--- src/rtl/sampler_pkg.sv ---
// Shared constants, sample record and width/reciprocal helpers for the
// raster-scan pixel sampler.
package sampler_pkg;

    localparam logic [15:0] PRNG_SEED_X = 16'h1ACE;
    localparam logic [15:0] PRNG_SEED_Y = 16'hC0DE;

    // Fields are sized for the largest supported frame; users slice to width.
    typedef struct packed {
        logic [15:0] x;
        logic [15:0] y;
        logic [7:0]  idx;
        logic        last_sample;
        logic        last_frame;
    } sample_t;

    function automatic int clog2_min1(input int n);
        return (n < 2) ? 1 : $clog2(n);
    endfunction

    // round(2^frac / res)
    function automatic int recip(input int res, input int frac);
        return ((1 << frac) + res / 2) / res;
    endfunction

endpackage

--- src/rtl/pixel_jitter_prng.sv ---
// 16-bit xorshift generator; rand_num is the next state, taken when enabled.
module pixel_jitter_prng #(
    parameter logic [15:0] SEED = 16'h1ACE
) (
    input  logic        clk,
    input  logic        rst_n,
    input  logic        enable,
    output logic [15:0] rand_num
);

    logic [15:0] state_q;
    logic [15:0] t1, t2;

    always_comb begin
        t1       = state_q ^ (state_q << 7);
        t2       = t1 ^ (t1 >> 9);
        rand_num = t2 ^ (t2 << 8);
    end

    always_ff @(posedge clk or negedge rst_n) begin
        if (!rst_n) begin
            state_q <= SEED;
        end else if (enable) begin
            state_q <= rand_num;
        end
    end

endmodule

--- src/rtl/pixel_sample_gen.sv ---
// Raster-scan sub-pixel sample generator: two-stage pipeline (counters and
// fixed-point positions, then normalised coordinates) behind a valid/ready port.
module pixel_sample_gen
    import sampler_pkg::*;
#(
    parameter int H_RES     = 800,
    parameter int V_RES     = 600,
    parameter int SPP       = 4,
    parameter int FRAC      = 16,
    parameter int JITTER_EN = 1,
    localparam int XW = clog2_min1(H_RES),
    localparam int YW = clog2_min1(V_RES),
    localparam int SW = clog2_min1(SPP)
) (
    input  logic          clk,
    input  logic          rst_n,
    input  logic          start,
    input  logic          abort,
    output logic          busy,
    output logic          out_valid,
    input  logic          out_ready,
    output logic [XW-1:0] pixel_x,
    output logic [YW-1:0] pixel_y,
    output logic [SW-1:0] sample_idx,
    output logic          last_sample,
    output logic          last_frame,
    output logic [FRAC:0] norm_x,
    output logic [FRAC:0] norm_y
);

    localparam logic [1:0] IDLE  = 2'd0;
    localparam logic [1:0] RUN   = 2'd1;
    localparam logic [1:0] DRAIN = 2'd2;

    localparam logic [XW-1:0]   X_MAX   = XW'(H_RES - 1);
    localparam logic [YW-1:0]   Y_MAX   = YW'(V_RES - 1);
    localparam logic [SW-1:0]   I_MAX   = SW'(SPP - 1);
    localparam logic [FRAC-1:0] RECIP_X = FRAC'(recip(H_RES, FRAC));
    localparam logic [FRAC-1:0] RECIP_Y = FRAC'(recip(V_RES, FRAC));
    localparam logic [FRAC-1:0] CENTRE  = {1'b1, {(FRAC-1){1'b0}}};

    logic [1:0]          state_q, state_d;
    logic [XW-1:0]       cnt_x_q, cnt_x_d;
    logic [YW-1:0]       cnt_y_q, cnt_y_d;
    logic [SW-1:0]       cnt_i_q, cnt_i_d;
    logic                s1_valid_q, s1_valid_d, s2_valid_q, s2_valid_d;
    sample_t             s1_q, s1_d, s2_q;
    logic [XW+FRAC-1:0]  s1_posx_q, s1_posx_d;
    logic [YW+FRAC-1:0]  s1_posy_q, s1_posy_d;
    logic [FRAC:0]       norm_x_q, norm_x_d, norm_y_q, norm_y_d;
    logic [XW+2*FRAC-1:0] prod_x;
    logic [YW+2*FRAC-1:0] prod_y;
    logic [15:0]         rand_x, rand_y;
    logic [FRAC-1:0]     off_x, off_y;
    logic                stall, issue, last_i, last_x, last_y;
    logic                unused_bits;

    assign stall  = s2_valid_q & ~out_ready;
    assign issue  = (state_q == RUN) & ~stall;
    assign last_i = (cnt_i_q == I_MAX);
    assign last_x = (cnt_x_q == X_MAX);
    assign last_y = (cnt_y_q == Y_MAX);

    pixel_jitter_prng #(.SEED(PRNG_SEED_X)) u_prng_x (
        .clk(clk), .rst_n(rst_n), .enable(issue), .rand_num(rand_x)
    );
    pixel_jitter_prng #(.SEED(PRNG_SEED_Y)) u_prng_y (
        .clk(clk), .rst_n(rst_n), .enable(issue), .rand_num(rand_y)
    );

    assign off_x = (JITTER_EN != 0) ? rand_x[15 -: FRAC] : CENTRE;
    assign off_y = (JITTER_EN != 0) ? rand_y[15 -: FRAC] : CENTRE;

    // Full-width product; anything at or above 2^FRAC after the shift saturates.
    always_comb begin
        prod_x   = {{FRAC{1'b0}}, s1_posx_q} * {{(XW+FRAC){1'b0}}, RECIP_X};
        prod_y   = {{FRAC{1'b0}}, s1_posy_q} * {{(YW+FRAC){1'b0}}, RECIP_Y};
        norm_x_d = (|prod_x[XW+2*FRAC-1:2*FRAC]) ? {1'b0, {FRAC{1'b1}}}
                                                 : {1'b0, prod_x[2*FRAC-1:FRAC]};
        norm_y_d = (|prod_y[YW+2*FRAC-1:2*FRAC]) ? {1'b0, {FRAC{1'b1}}}
                                                 : {1'b0, prod_y[2*FRAC-1:FRAC]};
    end

    always_comb begin
        state_d    = state_q;
        cnt_x_d    = cnt_x_q;
        cnt_y_d    = cnt_y_q;
        cnt_i_d    = cnt_i_q;
        s1_valid_d = s1_valid_q;
        s2_valid_d = s2_valid_q;
        s1_d       = s1_q;
        s1_posx_d  = s1_posx_q;
        s1_posy_d  = s1_posy_q;

        if (!stall) begin
            s2_valid_d = s1_valid_q;
            s1_valid_d = issue;
        end

        if (issue) begin
            s1_d.x           = 16'(cnt_x_q);
            s1_d.y           = 16'(cnt_y_q);
            s1_d.idx         = 8'(cnt_i_q);
            s1_d.last_sample = last_i;
            s1_d.last_frame  = last_i & last_x & last_y;
            s1_posx_d        = {cnt_x_q, off_x};
            s1_posy_d        = {cnt_y_q, off_y};
            if (last_i) begin
                cnt_i_d = '0;
                if (last_x) begin
                    cnt_x_d = '0;
                    cnt_y_d = last_y ? '0 : cnt_y_q + 1'b1;
                end else begin
                    cnt_x_d = cnt_x_q + 1'b1;
                end
            end else begin
                cnt_i_d = cnt_i_q + 1'b1;
            end
        end

        case (state_q)
            IDLE:    if (start) state_d = RUN;
            RUN:     if (issue & last_i & last_x & last_y) state_d = DRAIN;
            DRAIN:   if (s2_valid_q & out_ready & s2_q.last_frame) state_d = IDLE;
            default: state_d = IDLE;
        endcase

        if (abort) begin
            state_d    = IDLE;
            s1_valid_d = 1'b0;
            s2_valid_d = 1'b0;
            cnt_x_d    = '0;
            cnt_y_d    = '0;
            cnt_i_d    = '0;
        end
    end

    always_ff @(posedge clk or negedge rst_n) begin
        if (!rst_n) begin
            state_q    <= IDLE;
            cnt_x_q    <= '0;
            cnt_y_q    <= '0;
            cnt_i_q    <= '0;
            s1_valid_q <= 1'b0;
            s2_valid_q <= 1'b0;
            s1_q       <= '0;
            s2_q       <= '0;
            s1_posx_q  <= '0;
            s1_posy_q  <= '0;
            norm_x_q   <= '0;
            norm_y_q   <= '0;
        end else begin
            state_q    <= state_d;
            cnt_x_q    <= cnt_x_d;
            cnt_y_q    <= cnt_y_d;
            cnt_i_q    <= cnt_i_d;
            s1_valid_q <= s1_valid_d;
            s2_valid_q <= s2_valid_d;
            s1_q       <= s1_d;
            s1_posx_q  <= s1_posx_d;
            s1_posy_q  <= s1_posy_d;
            if (!stall) begin
                s2_q     <= s1_q;
                norm_x_q <= norm_x_d;
                norm_y_q <= norm_y_d;
            end
        end
    end

    assign busy        = (state_q != IDLE);
    assign out_valid   = s2_valid_q;
    assign pixel_x     = s2_q.x[XW-1:0];
    assign pixel_y     = s2_q.y[YW-1:0];
    assign sample_idx  = s2_q.idx[SW-1:0];
    assign last_sample = s2_q.last_sample;
    assign last_frame  = s2_q.last_frame;
    assign norm_x      = norm_x_q;
    assign norm_y      = norm_y_q;
    assign unused_bits = ^{rand_x, rand_y, s2_q};

endmodule

--- config.mk ---
export PLATFORM = sky130hd
export DESIGN_NAME = pixel_sample_gen
export DESIGN_NICKNAME = d
export VERILOG_FILES = /design/src/rtl/sampler_pkg.sv /design/src/rtl/pixel_jitter_prng.sv /design/src/rtl/pixel_sample_gen.sv
export SDC_FILE = /design/constraint.sdc
export NUM_CORES = 1
export LEC_CHECK = 0
export BUFFER_PORTS_ARGS = -buffer_cell sky130_fd_sc_hd__buf_2
export CORE_MARGIN = 3
export CORE_UTILIZATION = 60
export DETAILED_ROUTE_END_ITERATION = 12
export PLACE_DENSITY_LB_ADDON = 0.2
export SLEW_MARGIN = 20
export SYNTH_ARGS = -nofsm -noshare
export SYNTH_HDL_FRONTEND = slang
export SYNTH_HIERARCHICAL = 1
export SYNTH_SLANG_ARGS = --single-unit
export TNS_END_PERCENT = 50
--- constraint.sdc ---
create_clock -name clk -period 7.15 [get_ports clk]
set_clock_uncertainty 0.2 [all_clocks]
set_input_delay 2.145 -clock clk [delete_from_list [all_inputs] [get_ports clk]]
set_output_delay 2.145 -clock clk [all_outputs]
set_load 0.01 [all_outputs]
**After elaboration in Yosys (flattened, before gate mapping)**

Cells that the tools add are included.

- $add $sub $neg: 3
- Multiply operators: 2
- Divide/modulo/power cells: 0
- $lt $le $gt $ge: 0
- Equal/unequal tests: 9
- Shifts and indexed selects: 0
- Multiplexer cells: 23
- Bitwise gates (word level): 17
- Reductions and logical operators: 8

Operator list:

| kind | number |
|---|---|
| 10-bit 2-to-1 mux | 9 |
| 16-bit XOR | 4 |
| 26-bit by 7-bit multiplier with 33-bit output, second input constant | 1 |
| 26-bit by 6-bit multiplier with 32-bit output, second input constant | 1 |
| 16-bit 2-to-1 mux | 2 |
| 16-bit by 7-bit XOR with 16-bit output | 2 |
| 10-bit by 1-bit adder with 10-bit output, second input constant | 2 |
| 10-bit == test, second input constant | 2 |
| 2-bit 2-to-1 mux | 7 |
| 1-bit bitwise AND | 9 |
| 2-bit nonzero test | 4 |
| 3-bit inequality test, second input constant | 2 |
| 2-bit case mux with 3 select lines | 1 |
| 3-bit AND reduction | 2 |
| 2-bit == test, second input constant | 2 |
| 1-bit 2-to-1 mux | 4 |
| 3-bit by 2-bit inequality test with 1-bit output, second input constant | 1 |
| 2-bit by 1-bit adder with 2-bit output, second input constant | 1 |
| 2-bit by 1-bit == test with 1-bit output, second input constant | 1 |
| 2-bit zero test | 1 |
| 2-bit inequality test, second input constant | 1 |
| 1-bit NOT | 2 |
| 2-bit AND reduction | 1 |

- Bits in registers: 192
- Latch bits: 0
- Bits in writable memories: 0
- Memory bits (read-only): 0
- Bits of input ports: 5
- Output and inout bits: 60
- Word-level logic and storage cells: 84
- Memories: 0

**Longest topological paths before layout**

Gate-level depths: netlist of the first run.

- Depth in word-level cells: 10
- Depth in mapped cells: 19

**Cells and area by module**

Netlist of the first run, hierarchy kept.

By module, submodules not included:

| module | instances | cells an instance | area an instance (µm²) | seq. area each (µm²) |
|---|---|---|---|---|
| pixel_sample_gen | 1 | 1180 | 11233.3 | 3453.3 |
| pixel_jitter_prng | 2 | 94 | 1078.5 | 410.4 |

**Worst setup path after synthesis of the first run**

OpenSTA, ideal clock, no wires.

- Path type: reg-to-reg
- Start: register s1_posy_q[15]
- End: register norm_y_q[15], in the netlist norm_y[15]
- Setup time: 0.132 ns
- Arrival time: 4.397 ns
- Required time: 6.818 ns
- Setup slack: 2.421 ns
- Stages on the path, launching flop included: 19
- Path through: dfrtp_1 > ha_1 > inv_1 > fa_1 > inv_1 > fa_1 > inv_1 > fa_1 > inv_1 > ha_1 > and3_1 > and3b_1 > a211oi_1 > o21ai_0 > a31oi_2 > o31ai_1 > or4_1 > a32oi_1 > o21ai_1

- Cells in the longest elaborated chain, start to end: 2

Ends and longest elaborated chain:

| item | RTL line | RTL |
|---|---|---|
| from (decl) | pixel_sample_gen.sv:49 | `logic [YW+FRAC-1:0] s1_posy_q, s1_posy_d;` |
| from (signal assigned) | pixel_sample_gen.sv:161 | `s1_posy_q <= s1_posy_d;` |
| 26-bit by 7-bit multiplier with 33-bit output | pixel_sample_gen.sv:77 | `prod_y = {{FRAC{1'b0}}, s1_posy_q} * {{(YW+FRAC){1'b0}}, RECIP_Y};` |
| 16-bit 2-to-1 mux | pixel_sample_gen.sv:80 | `norm_y_d = (\|prod_y[YW+2*FRAC-1:2*FRAC]) ? {1'b0, {FRAC{1'b1}}}` |
| to (signal assigned) | pixel_sample_gen.sv:165 | `norm_y_q <= norm_y_d;` |
| to (decl) | pixel_sample_gen.sv:50 | `logic [FRAC:0] norm_x_q, norm_x_d, norm_y_q, norm_y_d;` |

Every way passes these cells.
A chain may end at the register's enable or synchronous reset.

**Worst setup path after layout of the first run**

- Start: register s1_posy_q[5]
- End: register norm_y_q[5], in the netlist norm_y[5]

Same word-level chain as after synthesis.

==> results of run 1 <==
## worst max-delay path by stage
| stage | start | end |
|---|---|---|
| after floorplan | s1_posy_q[15] | norm_y[15] |
| after global placement | s1_posy_q[6] | norm_y[11] |
| after detailed placement | s1_posy_q[5] | norm_y[7] |
| after CTS | s1_posy_q[5] | norm_y[5] |
| after global routing | s1_posy_q[6] | norm_y[5] |
| final | s1_posy_q[5] | norm_y[5] |
## state kept, by name (all words and copies together), names as in the netlist, 2 cells and up
| signal | cells |
|---|---|
| s1_posy_q | 26 |
| s1_posx_q | 26 |
| pixel_x | 10 |
| pixel_y | 10 |
| norm_x | 16 |
| cnt_x_q | 10 |
| u_prng_x/state_q | 16 |
| sample_idx | 2 |
| u_prng_y/state_q | 16 |
| cnt_y_q | 10 |
| s1_q | 4 |
| cnt_i_q | 2 |
| norm_y | 16 |
| state_q | 2 |
## Yosys cell counts (3+ instances only)
| master | n | area (sq um) |
|---|---|---|
| nor3b_1 | 3 | 22.5 |
| a211oi_1 | 9 | 67.6 |
| xor2_2 | 4 | 65.1 |
| nand2_1 | 118 | 443 |
| xor2_1 | 55 | 482 |
| and3_1 | 10 | 62.6 |
| nor4_1 | 3 | 18.8 |
| dfstp_2 | 16 | 420 |
| or3_1 | 3 | 18.8 |
| dfrtp_1 | 154 | 3850 |
| ha_1 | 170 | 2130 |
| nand2b_1 | 12 | 75.1 |
| clkbuf_1 | 24 | 90.1 |
| inv_1 | 256 | 961 |
| buf_4 | 14 | 105 |
| buf_6 | 4 | 45.0 |
| mux2_2 | 17 | 191 |
| a21oi_1 | 37 | 185 |
| nor2_1 | 59 | 221 |
| fa_1 | 73 | 1460 |
| xnor2_1 | 94 | 823 |
| o21bai_1 | 7 | 52.6 |
| xnor2_2 | 3 | 48.8 |
| nor3_1 | 7 | 35.0 |
| nand3_1 | 14 | 70.1 |
| nor2b_1 | 4 | 25.0 |
| o22a_1 | 14 | 123 |
| o21a_1 | 5 | 37.5 |
| nand4_1 | 8 | 50.1 |
| a21o_1 | 10 | 75.1 |
| o21ai_0 | 95 | 475 |
| a31oi_1 | 17 | 106 |
## power groups by stage
stage / logic (mW) / registers, mW / clock network, mW
after floorplan: 0.106 / 1.04 / 0
after global routing: 0.211 / 1.01 / 0.952
after detailed placement: 0.189 / 1.03 / 0
after CTS: 0.190 / 1.01 / 0.912
final: 0.186 / 1.01 / 0.894
after global placement: 0.185 / 1.03 / 0
## final cells by class
class,instances,area (sq um),area share (%)
repair buffers,68,362,2.50
inverters,256,961,6.66
flip-flops and latches,170,4270,29.6
clock buffers,18,439,3.04
clock inverters,13,119,0.823
well taps,280,350,2.43
multi-input cells,900,7930,54.9
## per-layer routing
metal,global-route usage [%],vias to the layer above
met2,35.5,144
li1,-,4500
met1,32.6,4396
met4,5.13,0
met5,0,-
met3,2.87,26
## logic make-up after synthesis
logic type,after synthesis,synth area share (%)
compound gates,224,10.7
xor+xnor,162,11.7
fa+ha+maj,243,26.8
buf+inv,299,9.00
flops,170,31.9
mux,18,1.50
other cells,1,0.0280
simple gates,251,8.34
## worst min-delay path: stages, from the launching register on
cell and delay, ns:
dfrtp_1 0.35, nand2_1 0.05, nand2_1 0.05
## per-stage QoR
stage	std cells	total power, mW	hold WS (ns)	cell area, sq um	util (%)
4_1_cts	1705	2.11	0.272	14400	65.9
5_1_grt	1705	2.18	0.305	14400	65.9
6_report	1705	2.09	0.272	14400	65.9
3_5_place_dp	1674	1.22	0.258	13900	63.4
3_3_place_gp	1674	1.21	0.252	13900	63.4
2_1_floorplan	1369	1.14	0.242	13400	-
==> summary.txt, run 1 <==
Status = finished clean
CTS tree = yes
Flops & latches, synth = 170
Die width = 155 microns
Detailed Place HPWL = 19,700 microns
Metal-1 WL = 12,300 microns
Core Footprint = 0.0219 sq mm
Max incr delay on CP = 0.59 ns
WHS Endpoint = sample_idx[0]
R2R depth = 18
Layout cells sized above 1 = 11.6%
Worst-path fanout max = 16
Slowest CP cell = xnor2_2
Sw power = 0.544 mW
Pleak = 8.08 nW
Max Used Layer = met4
Slew @ Worst Pin = 0.777 ns
Syn avg cell area = 9.79 sq um
Post-cts resize count = 0
Critical Path AT = 5.41 ns
Antenna viol nets, final = 0
Synth Cell Area = 0.0134 sq mm
Startpoint Class = flip-flop
Net Sw Frac = 26.0%
Pre-CTS setup slack = 1.84 ns
Die H = 155 microns
Fin. Hold Viols = 0
WS Path Type = reg2reg
Met3 routed WL = 816 microns
Routed wire length = 25,300 microns
Fin Setup TNS = 0 ns
Met2 Routed Length = 11,900 microns
CP Data Required Time = 7.22 ns
DR iter-0 viols = 562
Synth Flop Type = dfrtp_1
Slew Limit Fails = 0
Flop pwr share = 48.4%
VDD IR max = 0.000142 V
Post-route DRC = 0
Ys async rst share = 100%
Worst setup EP type = flip-flop
WL/cell = 14.9 microns
Worst skew pair latency = 0.43 ns
Worst r2r dst = norm_y[5]
Worst R2R Setup Slack = 1.81 ns
# fillers = 1,765
Hold Path Class = reg2reg
Area Growth Syn to Fin = 7.80%
Levels on crit path = 18
CTS Buf Count = 17
Commonest non-fill, non-tap cell in the layout = inv_1
CTS Buffer Depth = 2
Clock Sinks = 170
Initial antenna violation count = 0
Post-Synthesis Cells = 1,368
Vias in the first global route = 9,052
Gate power share = 8.9%
Vias per std cell = 5.32
Clk network pwr share = 42.8%
Sequential share of the synthesized area = 31.9%
Final setup vio count = 0
Max Cap Viol = 0
Overflow after GRT = 0
H-tree levels = 4
PwrDens = 145 mW/mm^2
Crit-path leading delay family = adder cells
Post-synth EDFFs = 0
CP Cell Sequence = ha_1 > inv_1 > fa_1 > inv_1 > ha_1 > a21oi_1 > fa_1 > inv_1 > ha_1 > a211oi_1 > o21ai_2 > o2111ai_1 > o21ai_2 > o31ai_2 > o31a_4 > o31ai_4 > xnor2_2 > a31oi_1
Fin crit share = 74.7%
Post-route minimum period = 5.34 ns
Origin of the critical flop-to-flop path = s1_posy_q[5]
Nets = 1,661
Global-route wire length before repair = 44,100 microns
Clk slew on worst S/H paths = 0.07 ns
Final worst slack = 1.81 ns
Max-slew headroom = 48.2%
# Post-CTS Setup Buffers = 0
GPL Wtd Cong = 0.873
Row count = 54
First-pass DRT Iterations = 8
WP buf/inv = 3
Die area = 0.0241 sq mm
Internal power = 1.55 mW
Vias = 9,066
Yosys warnings = 6
RSZ-0062 raised after global routing = false
Worst hold path cell count = 2
Diodes inserted = 0
Initial core utilization = 61.2%
Worst min-delay path startpoint = sample_idx[0]
Synth cell types = 71
Total track usage = 22.2%
Most frequent cells in the layout = 256 x inv_1, 170 x ha_1, 154 x dfrtp_1, 118 x nand2_1, 95 x o21ai_0
Fmax = 187 MHz
I/O pin cnt = 65
Largest net degree at the start of global routing = 86
Cts hold-fix bufs = 0
Port Buffers = 62
Clock Tree Root = clkbuf_16
Note: power is estimated with default switching activity, not from simulation.
==> run 2, diff against run 1 <==
--- a/config.mk
+++ b/config.mk
@@ -5,9 +5,10 @@
 export SDC_FILE = /design/constraint.sdc
 export NUM_CORES = 1
 export LEC_CHECK = 0
+export ABC_AREA = 1
 export BUFFER_PORTS_ARGS = -buffer_cell sky130_fd_sc_hd__buf_2
 export CORE_MARGIN = 3
-export CORE_UTILIZATION = 60
+export CORE_UTILIZATION = 58
 export DETAILED_ROUTE_END_ITERATION = 12
 export PLACE_DENSITY_LB_ADDON = 0.2
 export SLEW_MARGIN = 20
==> constraint.sdc (replaced) <==
create_clock -name clk -period 4.78 [get_ports clk]
set_clock_uncertainty 0.2 [all_clocks]
set_input_delay 1.434 -clock clk [delete_from_list [all_inputs] [get_ports clk]]
set_output_delay 1.434 -clock clk [all_outputs]
set_load 0.01 [all_outputs]
==> run 2 against run 1 <==
  * First-iteration DRC count up 33%
  * Flip-flop and latch count unchanged
  * Sequential share of layout area down 4.6 points
  * Cell count up 56%
==> summary.txt, run 2 <==
Commonest non-fill, non-tap cell in the layout = nand2_1 (was inv_1)
Fmax = 230 MHz (was 187 MHz)
Die H = 171 microns (was 155 microns)
CTS Buf Count = 17 (unchanged)
Post-Synthesis Cells = 2,254 (was 1,368)
Layout cells sized above 1 = 8.40% (was 11.6%)
Worst skew pair latency = 0.44 ns (was 0.43 ns)
Crit path from = s1_posy_q[17] (was s1_posy_q[5])
Worst setup EP type = flip-flop (unchanged)
Largest net degree at the start of global routing = 85 (was 86)
Area contributors post-synth = dfrtp_1 24%, nand2_1 17%, ha_1 13%, inv_1 12%, fa_1 9.3% (was dfrtp_1 29%, ha_1 16%, fa_1 11%, inv_1 7.2%, xnor2_1 6.1%)
Largest family of logic cells by synthesized area = simple AND/OR/NAND/NOR gates (was adder cells)
Overflow after GRT = 0 (unchanged)
Xor-xnor portion of the synthesized cell area = 1.66% (was 11.7%)
Cts hold-fix bufs = 0 (unchanged)
Antenna viol nets, final = 0 (unchanged)
End point of the critical path = norm_y[3] (was norm_y[5])
Critical Path AT = 4.47 ns (was 5.41 ns)
Startpoint Class = flip-flop (unchanged)
R2R depth = 21 (was 18)
Synth Flop Type = dfrtp_1 (unchanged)
RSZ-0062 raised after global routing = false (unchanged)
Area leader, netlist = dfrtp_1 (unchanged)
Nets = 2,556 (was 1,661)
Die width = 171 microns (was 155 microns)
Diodes inserted = 0 (unchanged)
Inst Count DP = 2,624 (was 1,674)
Flops & latches, synth = 170 (unchanged)
Max-slew headroom = 45.3% (was 48.2%)
Area Growth Syn to Fin = 8.18% (was 7.80%)
Row count = 59 (was 54)
CTS Buffer Depth = 2 (unchanged)
Post-synthesis compound-gate area fraction = 6.49% (was 10.7%)
Port Buffers = 62 (unchanged)
Worst R2R Setup Slack = 0.44 ns (was 1.81 ns)
Worst r2r dst = norm_y[3] (was norm_y[5])
GPL Wtd Cong = 0.969 (was 0.873)
Syn avg cell area = 7.01 sq um (was 9.79 sq um)
Non-Filler Instances = 2,656 (was 1,705)
Hold Path Class = reg2reg (unchanged)
Largest registers = s1_posx_q x26, s1_posy_q x26 (unchanged)
Vias in the first global route = 13,847 (was 9,052)
DR iter-0 viols = 749 (was 562)
Die area = 0.0292 sq mm (was 0.0241 sq mm)
Initial core utilization = 59.8% (was 61.2%)
Worst min-delay path startpoint = norm_y[11] (was sample_idx[0])
Clk slew on worst S/H paths = 0.07 ns (about the same)
Most frequent cell after synthesis = nand2_1 (was inv_1)
Max Cap Viol = 0 (unchanged)
Vias per std cell = 5.16 (was 5.32)
Clock Tree Root = clkbuf_16 (unchanged)
Detailed Place HPWL = 29,600 microns (was 19,700 microns)
Origin of the critical flop-to-flop path = s1_posy_q[17] (was s1_posy_q[5])
Post-synthesis mux area share = 0% (was 1.50%)
Yosys warnings = 6 (unchanged)
CTS tree = yes (unchanged)
Routed wire length = 36,900 microns (was 25,300 microns)
Post-cts resize count = 0 (unchanged)
# fillers = 2,388 (was 1,765)
Synth top area share = 24.4% (was 28.8%)
Post-synth EDFFs = 0 (unchanged)
Global-route wire length before repair = 63,300 microns (was 44,100 microns)
# Post-CTS Setup Buffers = 0 (unchanged)
Initial antenna violation count = 1 (was 0)
Post-synthesis adder-cell area fraction = 22.7% (was 26.8%)
Synth Cell Area = 0.0158 sq mm (was 0.0134 sq mm)
Post-synth top cells = 708 x nand2_1, 488 x inv_1, 170 x ha_1 (was 256 x inv_1, 170 x ha_1, 154 x dfrtp_1)
Post-route minimum period = 4.34 ns (was 5.34 ns)
Status = finished clean (unchanged)
I/O pin cnt = 65 (unchanged)
Clock Sinks = 170 (unchanged)
Fin crit share = 90.8% (was 74.7%)
Final setup vio count = 0 (unchanged)
Most frequent cells in the layout = 708 x nand2_1, 488 x inv_1, 170 x ha_1, 154 x dfrtp_1, 138 x nor2_1 (was 256 x inv_1, 170 x ha_1, 154 x dfrtp_1, 118 x nand2_1, 95 x o21ai_0)
Fin Setup TNS = 0 ns (unchanged)
Post-route DRC = 0 (unchanged)
Sequential share of the synthesized area = 27.1% (was 31.9%)
Worst-path fanout max = 12 (was 16)
Core Footprint = 0.0264 sq mm (was 0.0219 sq mm)
Synth cell types = 41 (was 71)
Slew @ Worst Pin = 0.820 ns (was 0.777 ns)
H-tree levels = 4 (unchanged)
WL/cell = 13.9 microns (was 14.9 microns)
Slew Limit Fails = 0 (unchanged)
Vias = 13,705 (was 9,066)
Ys async rst share = 100% (unchanged)
Fin. Hold Viols = 0 (unchanged)
Total track usage = 26.7% (was 22.2%)
WS Path Type = reg2reg (unchanged)
CP Data Required Time = 4.91 ns (was 7.22 ns)
First-pass DRT Iterations = 5 (was 8)
Post-Synth Simple-Gate Area = 29.0% (was 8.34%)
-- run 2: cells by family after synthesis --
logic type	Yosys count
adders and majority gates	243
and+or+nand+nor	1086
other	1
buffers and inverters	539
AOI/OAI and AO/OA	185
DFF	170
xor gates and xnor gates	30
-- run 2: critical path, cell delays in order (launching register included) --
cell     delay, ns
dfrtp_1       0.42
ha_1          0.30
inv_1         0.08
fa_1          0.55
inv_1         0.05
fa_1          0.49
inv_1         0.05
fa_1          0.49
inv_1         0.04
ha_1          0.37
nand2_1       0.13
inv_1         0.05
nand2_1       0.06
nand2_1       0.06
nand2_1       0.06
nand2_1       0.07
a21oi_2       0.18
nand3_1       0.11
nand2_2       0.25
nand2_1       0.09
nand2_1       0.06
nand2_1       0.05
-- run 2: through the flow --
stage	worst slack, ns	utilization [%]	area [sq um]	hold WS (ns)
after global routing	0.134	64.6	17100	0.296
after floorplan	0.788	-	15800	0.242
after detailed placement	0.438	62.2	16400	0.260
after global placement	0.492	62.2	16400	0.258
after CTS	0.410	64.6	17100	0.278
final	0.441	64.6	17100	0.274
-- run 2: metal layers --
| layer | global-route usage [%] | vias up | part of all wire [%] |
|---|---|---|---|
| li1 | - | 6968 | - |
| met1 | 31.6 | 6350 | 42 |
| met2 | 48.7 | 294 | 51 |
| met3 | 3.49 | 91 | 3.4 |
| met4 | 11.0 | 2 | 3.9 |
| met5 | 0 | - | 0.035 |
-- run 2: layout make-up --
type	count	area (sq um)	share of cell area (%)
repair buffers	69	382	2.23
inverters	504	1890	11.1
multi-input cells	1546	9480	55.5
flip-flops and latches	170	4270	25.0
clock buffers	18	439	2.57
clock inverters	14	203	1.19
well taps	335	419	2.45
-- run 2: worst min-delay path by stage --
stage | endpoint | cells past startpoint | slack, ns
floorplan | last_frame | 2 | 0.24
global placement | norm_y[7] | 2 | 0.26
detailed placement | norm_y[9] | 2 | 0.26
CTS | last_frame | 2 | 0.28
global route | u_prng_x/state_q[12] | 2 | 0.30
finish | norm_y[11] | 2 | 0.27
Power of run 2 is left out: the tool's default activity adds up to more than one toggle a clock period on the data nets, which glitch-free logic cannot reach.
==> run 3, diff against run 2 <==
--- a/config.mk
+++ b/config.mk
@@ -5,10 +5,9 @@
 export SDC_FILE = /design/constraint.sdc
 export NUM_CORES = 1
 export LEC_CHECK = 0
-export ABC_AREA = 1
 export BUFFER_PORTS_ARGS = -buffer_cell sky130_fd_sc_hd__buf_2
 export CORE_MARGIN = 3
-export CORE_UTILIZATION = 58
+export CORE_UTILIZATION = 57
 export DETAILED_ROUTE_END_ITERATION = 12
 export PLACE_DENSITY_LB_ADDON = 0.2
 export SLEW_MARGIN = 20
==> run 3 against run 2 <==
  * The run now ends with negative setup slack left
  * Highest routed layer is now met4
  * Via count shrank 32%
  * Largest cell class unchanged
  * Critical path depth shrank 1
  * First-iteration DRC count shrank 36%
==> summary.txt, run 3 (synthesis results as in run 1) <==
Fin crit share = 101% (was 90.8%)
# fillers = 1,736 (was 2,388)
Clock Tree Root = clkbuf_16 (unchanged)
Fin. Hold Viols = 0 (unchanged)
Final Util = 67.3% (was 64.6%)
Detailed Place HPWL = 20,400 microns (was 29,600 microns)
Core Footprint = 0.0228 sq mm (was 0.0264 sq mm)
Worst setup EP type = flip-flop (unchanged)
VDD IR max = 0.000203 V
Vias per std cell = 5.23 (was 5.16)
Max Cap Viol = 0 (unchanged)
Largest net degree at the start of global routing = 86 (was 85)
First-pass DRT Iterations = 5 (unchanged)
Placed instance area = 0.0142 sq mm (was 0.0164 sq mm)
Worst skew pair latency = 0.42 ns (was 0.44 ns)
CTS tree = yes (unchanged)
Routed wire length = 27,200 microns (was 36,900 microns)
Final setup vio count = 16 (was 0)
Power, Total = 3.18 mW
Initial core utilization = 58.6% (was 59.8%)
Slew Limit Fails = 0 (unchanged)
CP Data Required Time = 4.86 ns (was 4.91 ns)
Area Growth Syn to Fin = 14.8% (was 8.18%)
Final worst slack = -0.0389 ns (was 0.441 ns)
Vias in the first global route = 9,337 (was 13,847)
Fin Setup TNS = -0.345 ns (was 0 ns)
Global-route wire length before repair = 45,600 microns (was 63,300 microns)
PwrDens = 207 mW/mm^2
DR iter-0 viols = 481 (was 749)
Overflow after GRT = 0 (unchanged)
Startpoint Class = flip-flop (unchanged)
Critical Path AT = 4.90 ns (was 4.47 ns)
CTS Buffer Depth = 2 (unchanged)
Vias = 9,337 (was 13,705)
GPL Wtd Cong = 0.875 (was 0.969)
H-tree levels = 4 (unchanged)
I/O pin cnt = 65 (unchanged)
Clock Sinks = 170 (unchanged)
Post-route minimum period = 4.82 ns (was 4.34 ns)
Fmax = 208 MHz (was 230 MHz)
Clk slew on worst S/H paths = 0.07 ns (about the same)
Die area = 0.0254 sq mm (was 0.0292 sq mm)
Most frequent cells in the layout = 253 x inv_1, 149 x ha_1, 149 x dfrtp_1, 117 x nand2_1, 91 x o21ai_0 (was 708 x nand2_1, 488 x inv_1, 170 x ha_1, 154 x dfrtp_1, 138 x nor2_1)
Antenna viol nets, final = 0 (unchanged)
Total track usage = 21.6% (was 26.7%)
WS Path Type = reg2reg (unchanged)
RSZ-0062 raised after global routing = true (was false)
Max-slew headroom = 45.8% (was 45.3%)
Layout cells sized above 1 = 18.3% (was 8.40%)
CTS Buf Count = 17 (unchanged)
Hold Path Class = reg2reg (unchanged)
Cell area after layout = 0.0154 sq mm (was 0.0171 sq mm)
Worst-path fanout max = 8 (was 12)
Largest registers = s1_posx_q x26, s1_posy_q x26 (unchanged)
Diodes inserted = 0 (unchanged)
Initial antenna violation count = 0 (was 1)
Port Buffers = 62 (unchanged)
Post-route DRC = 0 (unchanged)
Status = finished with violations (was finished clean)
Pleak = 8.28 nW
Violated checks = negative setup slack
WHS = 0.272 ns (was 0.274 ns)
Die H = 159 microns (was 171 microns)
Die width = 159 microns (was 171 microns)
Row count = 55 (was 59)
FF/Latch Area = 0.00428 sq mm (was 0.00427 sq mm)
Nets = 1,707 (was 2,556)
Commonest non-fill, non-tap cell in the layout = inv_1 (was nand2_1)
WL/cell = 15.3 microns (was 13.9 microns)
Area of the multi-input gates = 0.00840 sq mm (was 0.00948 sq mm)
Slew @ Worst Pin = 0.813 ns (was 0.820 ns)
[run 3: cell count changes in the layout (fill, tap and decap cells not counted), moves of 20 or more]
cell     delta
nand2_1   -591
xor2_1     +32
ha_1       -21
buf_4      +38
xnor2_1    +81
inv_1     -235
nor2_1     -80
a21oi_1    -20
nand3_1   -104
nand2_2    -32
[run 3: area by class of cell]
class,instances,share of cell area (%)
sequential,170,27.8
clock inverter,13,0.895
timing repair buffer,114,4.85
inverter,256,6.25
multi-input combinational,900,54.7
tap,313,2.55
clock buffer,19,2.95
[run 3: power breakdown]
part	switching, mW	internal [mW]
logic	0.186	0.106
clock network	0.617	0.759
registers	0.0289	1.48
[run 3: timing repair]
| action | in CTS | in global routing |
|---|---|---|
| gates resized for setup | 27 | 52 |
| setup endpoints to repair | 16 | 16 |
| buffers inserted | 2 | 6 |
| pin swaps | 18 | 25 |
| hold buffers | 0 | 0 |
[run 3: through the flow]
step           instances  setup WS, ns
6_report            1785       -0.0389
5_1_grt             1785        -0.222
4_1_cts             1779       -0.0122
3_5_place_dp        1745        -0.215
3_3_place_gp        1745       -0.0325
2_1_floorplan       1369        0.0513
[run 3: routing by layer]
metal  track usage (%)  part of all wire, %
met1              30.5                   47
met3              3.25                  3.0
met4              4.70                  1.3
met5                 0                    0
met2              35.7                   49
[run 3: path summary, 6_finish.rpt]
| path | end | start | slack [ns] | cells past startpoint |
|---|---|---|---|---|
| worst min register to register | sample_idx[0] | sample_idx[0] | 0.27 | 2 |
| min in group asynchronous | norm_x[8] | rst_n | 0.85 | 1 |
| worst min-delay path | sample_idx[0] | sample_idx[0] | 0.27 | 2 |
| worst max-delay path | norm_y[5] | s1_posy_q[6] | -0.04 | 20 |
| max in group asynchronous | u_prng_x/state_q[1] | rst_n | 2.66 | 2 |
| worst max register to register | norm_y[5] | s1_posy_q[6] | -0.04 | 20 |
[run 3: critical path: stages (launching register included)]
cell and delay, ns:
dfrtp_2 0.47, ha_4 0.32, inv_2 0.05, fa_1 0.56, inv_2 0.06, ha_4 0.29
a21oi_2 0.06, fa_1 0.50, inv_2 0.05, ha_4 0.27, a211oi_4 0.06, o21ai_2 0.17
o2111ai_2 0.16, buf_4 0.17, o21ai_4 0.21, o31ai_4 0.08, o31a_4 0.37, o31ai_4 0.20
xnor2_2 0.16, buf_6 0.18, a31oi_1 0.09
